<file path="src/rtl/sclk_burst_gen.sv">
// -----------------------------------------------------------------------------
// sclk_burst_gen
//
// Generates a burst of N pulses on a divided serial clock. Each pulse is H clk
// cycles low followed by H clk cycles high, so the period is 2*H at 50 % duty.
// H and N are captured when the burst starts. Changes to them while a burst is
// running have no effect.
//
// Parameters
//   HP_W           width of the half-period field (clk cycles)
//   CNT_W          width of the pulse-count field
//
// Ports
//   clk            single clock, all state updates on its rising edge
//   nrst           asynchronous active-low reset
//   i_start        one-cycle request to begin a burst (only honoured in IDLE)
//   i_abort        ends a running burst (LOW/HIGH) without o_done
//   i_half_period  H, clk cycles per sclk half-period (0 is treated as 1)
//   i_n_pulses     N, sclk pulses per burst (0 gives an immediate o_done)
//   o_sclk         registered divided clock, high only in HIGH
//   o_rise         one-cycle strobe in the first HIGH cycle of each pulse
//   o_busy         high while in LOW or HIGH
//   o_done         one-cycle completion pulse (DONE state)
//   o_pulse_idx    number of pulses completed in the current burst
// -----------------------------------------------------------------------------
module sclk_burst_gen #(
    parameter int HP_W  = 8,
    parameter int CNT_W = 16
) (
    input  logic             clk,
    input  logic             nrst,
    input  logic             i_start,
    input  logic             i_abort,
    input  logic [HP_W-1:0]  i_half_period,
    input  logic [CNT_W-1:0] i_n_pulses,
    output logic             o_sclk,
    output logic             o_rise,
    output logic             o_busy,
    output logic             o_done,
    output logic [CNT_W-1:0] o_pulse_idx
);

    typedef enum logic [1:0] {
        S_IDLE = 2'd0,
        S_LOW  = 2'd1,
        S_HIGH = 2'd2,
        S_DONE = 2'd3
    } state_t;

    state_t           state_reg;
    logic [HP_W-1:0]  h_reg;
    logic [CNT_W-1:0] n_reg;
    logic [HP_W-1:0]  phase_reg;

    // Effective half-period: a latched H of 0 behaves like 1.
    logic [HP_W-1:0]  h_eff;
    logic [HP_W-1:0]  h_last;
    logic             phase_last;
    // One bit wider so the "more pulses to go" test cannot overflow at N max.
    logic [CNT_W:0]   pulse_inc;

    assign h_eff      = (h_reg == '0) ? {{(HP_W-1){1'b0}}, 1'b1} : h_reg;
    assign h_last     = h_eff - {{(HP_W-1){1'b0}}, 1'b1};
    assign phase_last = (phase_reg == h_last);
    assign pulse_inc  = {1'b0, o_pulse_idx} + {{CNT_W{1'b0}}, 1'b1};

    // Outputs are registered alongside the state, so every output is set from
    // the state being entered rather than decoded from state_reg afterwards.
    always_ff @(posedge clk or negedge nrst) begin
        if (!nrst) begin
            state_reg   <= S_IDLE;
            h_reg       <= '0;
            n_reg       <= '0;
            phase_reg   <= '0;
            o_sclk      <= 1'b0;
            o_rise      <= 1'b0;
            o_busy      <= 1'b0;
            o_done      <= 1'b0;
            o_pulse_idx <= '0;
        end else begin
            o_rise <= 1'b0;
            o_done <= 1'b0;
            case (state_reg)
                S_IDLE: begin
                    if (i_start) begin
                        h_reg       <= i_half_period;
                        n_reg       <= i_n_pulses;
                        phase_reg   <= '0;
                        o_pulse_idx <= '0;
                        o_sclk      <= 1'b0;
                        if (i_n_pulses == '0) begin
                            state_reg <= S_DONE;
                            o_busy    <= 1'b0;
                            o_done    <= 1'b1;
                        end else begin
                            state_reg <= S_LOW;
                            o_busy    <= 1'b1;
                        end
                    end
                end
                S_LOW: begin
                    if (i_abort) begin
                        state_reg <= S_IDLE;
                        o_sclk    <= 1'b0;
                        o_busy    <= 1'b0;
                    end else if (phase_last) begin
                        state_reg <= S_HIGH;
                        phase_reg <= '0;
                        o_sclk    <= 1'b1;
                        o_rise    <= 1'b1;
                    end else begin
                        phase_reg <= phase_reg + {{(HP_W-1){1'b0}}, 1'b1};
                    end
                end
                S_HIGH: begin
                    if (i_abort) begin
                        state_reg <= S_IDLE;
                        o_sclk    <= 1'b0;
                        o_busy    <= 1'b0;
                    end else if (phase_last) begin
                        phase_reg   <= '0;
                        o_sclk      <= 1'b0;
                        o_pulse_idx <= pulse_inc[CNT_W-1:0];
                        if (pulse_inc < {1'b0, n_reg}) begin
                            state_reg <= S_LOW;
                        end else begin
                            state_reg <= S_DONE;
                            o_busy    <= 1'b0;
                            o_done    <= 1'b1;
                        end
                    end else begin
                        phase_reg <= phase_reg + {{(HP_W-1){1'b0}}, 1'b1};
                    end
                end
                S_DONE: begin
                    // Completion always finishes; start and abort are ignored.
                    state_reg <= S_IDLE;
                    o_sclk    <= 1'b0;
                    o_busy    <= 1'b0;
                end
                default: begin
                    state_reg <= S_IDLE;
                    o_sclk    <= 1'b0;
                    o_busy    <= 1'b0;
                end
            endcase
        end
    end

endmodule
</file>
<file path="config.mk">
export PLATFORM = sky130hd
export DESIGN_NAME = sclk_burst_gen
export DESIGN_NICKNAME = d
export VERILOG_FILES = /design/src/rtl/sclk_burst_gen.sv
export SDC_FILE = /design/constraint.sdc
export NUM_CORES = 1
export LEC_CHECK = 0
export CORE_UTILIZATION = 40
export CTS_CLUSTER_DIAMETER = 30
export DETAILED_ROUTE_END_ITERATION = 8
export PLACE_DENSITY = 0.6
export REMOVE_ABC_BUFFERS = 1
export SLEW_MARGIN = 25
export SYNTH_ARGS = -nofsm -noshare
export SYNTH_HDL_FRONTEND = slang
export SYNTH_SLANG_ARGS = --single-unit
</file>
<file path="constraint.sdc">
create_clock -name clk -period 2.9 [get_ports clk]
set_input_delay 0.435 -clock clk [delete_from_list [all_inputs] [get_ports clk]]
set_output_delay 0.435 -clock clk [all_outputs]
set_load 0.01 [all_outputs]
</file>
==> impl_metrics.toml <==
[clocking]
cts_buffers = 5
cts_root_buf = "clkbuf_8"
clock-sinks = 54
tritoncts = "built"
clock_tree.buffer_depth = 2
path_clk_slew_ns = 0.09
clk-insertion-delay-late_ns = 0.30
htree_levels = 2

[worst_setup_path]
r2r-start = "o_pulse_idx[1]$_DFFE_PN0P_"
cp_common_cell = "a211o_1"
required_ns = 3.10
critical_path.cell_chain = "buf_4 -> nand4_1 -> or3_4 -> xnor2_2 -> ha_1 -> a41oi_1 -> o21ai_1 -> o2bb2ai_1 -> a211o_1 -> a211o_1 -> a22o_1"
cp_slowest_cell = "or3_4"
critPathCaptureType = "register"
r2r_slack_ns = -0.02
crit_family = "compound AO/OA/AOI/OAI gates"
cpPeakStageDelay_ns = 0.41
path_class = "reg2reg"
critPathLaunchType = "register"
r2r-end = "state_reg[1]$_DFFE_PN0P_"
worstPathArrival_ns = 3.12
critPathMaxFanout = 3
reg2regPathDepth = 11
cp.buffers_inverters = 1

[finish]
nets = 480
nFillCells = 765
drive_gt1_frac = 0.260
final_common_cell = "dfrtp_1"
antenna_cells = 0
final_util = 0.548
final_cell_mix = "dfrtp_1 (53), clkdlybuf4s50_1 (46), buf_4 (44)"
syn_to_final_growth_pct = 32.0

[power_and_ir_drop]
vdd_drop_max_mv = 0.363
power_frac_comb = 0.467
intPower_w = 0.00181
power_frac_clock = 0.145
netSwitchingPower_w = 0.00109
finalPower_w = 0.00290
p_per_area_mw_per_mm2 = 642
power_frac_seq = 0.388
p_sw_frac = 0.376
leakage_nw = 2.05

[detailed_routing]
via_count = 2902
postRouteAntennaNets = 0
initialDrtViolationCount = 129
wl_per_cell_um = 15.2
drc = 0
via_per_inst = 5.42
dr.pass1.iters = 4
wl_mm = 8.12

[yosys]
synth_edf_count = 0
synthCells = 344
async_flop_share = 1.00
synth_cell_types = 52
ys_seq_elements = 54
synth_ff_type = "dfrtp_1"
yosysWarnings = 0
syn_area_mm2 = 0.00343
seq_area_frac_synth = 0.394
syn_area_per_cell_um2 = 9.97

[grt]
antenna_found_initial = 0
grt_pass1_wl_mm = 13.8
track_usage = 0.197
grt_pass1_vias = 2809
grt_max_degree = 29
grt.overflow.total = 0

[floorplanning]
start_util = 0.415
die_w_um = 94.6
fp.dieArea_mm2 = 0.00895
core_area_mm2 = 0.00826
fp-row-count = 33
ios = 48
die_h_um = 94.6

[sta]
finalSetupViolCount = 1
fmax_mhz = 343
drv_slew = 0
final.setup_skew_ns = 0.00496
fin_crit_sh = 1.01
relSlewSlack = 0.693
rsz0062_at_grt = "yes"
worst_pin_slew_ns = 0.454
tns_ns = -0.0180
min_period_ns = 2.92
finalWorstSetupSlack_ns = -0.0180
hold_violations = 0

[place]
hpwl_mm = 6.10
place_ws_ns = -0.164
place_congestion = 0.815
port_buffers = 47

[run_status]
status = "complete, but fails checks"
violations = "negative setup slack"

[worst_hold_path]
hp-class = "in2async"

[run]
max_cap_viol_count = 0
==> final cells by class <==
cell class	instances	area, um^2	share of cell area
timing repair buffer	94	841	0.186
sequential	54	1350	0.299
multi-input combinational	252	2030	0.448
clock buffer	6	82.6	0.0182
tap	105	131	0.0290
inverter	24	90.1	0.0199
==> routing by layer <==
| metal | up-vias | GRT usage | wire, um |
|---|---|---|---|
| met5 | - | 0 | 0 |
| met4 | 0 | 0.0391 | 56 |
| met3 | 6 | 0.0298 | 261 |
| met2 | 62 | 0.295 | 3590 |
| met1 | 1403 | 0.299 | 4210 |
| li1 | 1431 | - | - |
==> power groups by stage <==
stage	Combinational [W]	Sequential, W	Clock [W]
after floorplan	0.000902	0.00113	0
after global placement	0.00129	0.00113	0
after detailed placement	0.00133	0.00114	0
after CTS	0.00134	0.00112	0.000437
after global routing	0.00152	0.00116	0.000467
final	0.00136	0.00113	0.000421
==> metrics by stage <==
step	hold slack, ns	area, um^2	instances
floorplan	0.139	3350	330
global placement	0.254	4240	521
detailed placement	0.259	4240	521
CTS	0.457	4400	531
global route	0.464	4530	535
finish	0.462	4530	535
==> cells by family (layout without fill, tap and decap cells) <==
logic type,Yosys count,after routing,share of synthesized area
multiplexers,26,26,0.0850
AO/OA/AOI/OAI,66,66,0.141
buffers and inverters,38,124,0.0496
flip-flops,54,54,0.394
XOR/XNOR,25,25,0.0639
adder cells (fa/ha/maj),21,21,0.0766
AND/OR/NAND/NOR,114,114,0.190
==> worst max path at each step <==
stage | from | to | slack (ns) | cells past startpoint
after floorplan | h_reg[2]$_DFFE_PN0P_ | o_pulse_idx[0]$_DFFE_PN0P_ | -0.16 | 9
after global placement | o_pulse_idx[1]$_DFFE_PN0P_ | state_reg[1]$_DFFE_PN0P_ | -0.12 | 12
after detailed placement | o_pulse_idx[1]$_DFFE_PN0P_ | state_reg[1]$_DFFE_PN0P_ | -0.16 | 12
after CTS | o_pulse_idx[1]$_DFFE_PN0P_ | state_reg[1]$_DFFE_PN0P_ | -0.004 | 12
after global routing | o_pulse_idx[1]$_DFFE_PN0P_ | state_reg[1]$_DFFE_PN0P_ | -0.14 | 12
final | o_pulse_idx[1]$_DFFE_PN0P_ | state_reg[1]$_DFFE_PN0P_ | -0.02 | 11
==> synthesized netlist by cell type, drive strengths merged, types with 3 or more instances <==
| cell type | count | area [um^2] |
|---|---|---|
| a211o | 4 | 35.0 |
| a211oi | 3 | 22.5 |
| a21o | 3 | 22.5 |
| a21oi | 10 | 53.8 |
| a221o | 12 | 120 |
| a31oi | 8 | 50.1 |
| and3 | 3 | 18.8 |
| buf | 5 | 46.3 |
| clkbuf | 9 | 33.8 |
| dfrtp | 54 | 1350 |
| ha | 21 | 263 |
| inv | 24 | 90.1 |
| mux2 | 25 | 282 |
| nand2 | 26 | 97.6 |
| nand2b | 3 | 18.8 |
| nand3 | 12 | 60.1 |
| nand4 | 7 | 50.1 |
| nor2 | 17 | 71.3 |
| nor2b | 4 | 25.0 |
| nor3 | 13 | 65.1 |
| nor4 | 10 | 108 |
| nor4b | 3 | 26.3 |
| o21ai | 12 | 60.1 |
| or2 | 4 | 25.0 |
| or3 | 3 | 18.8 |
| xnor2 | 15 | 131 |
| xor2 | 10 | 87.6 |
==> repair_timing <==
action	4_1_cts	5_1_grt
pin swaps	8	7
gates resized for setup	11	20
hold endpoints to repair	3	0
setup endpoints to repair	6	26
buffers inserted	3	4
hold buffers	1	0
No activity file was read; power rests on OpenSTA's default activity.
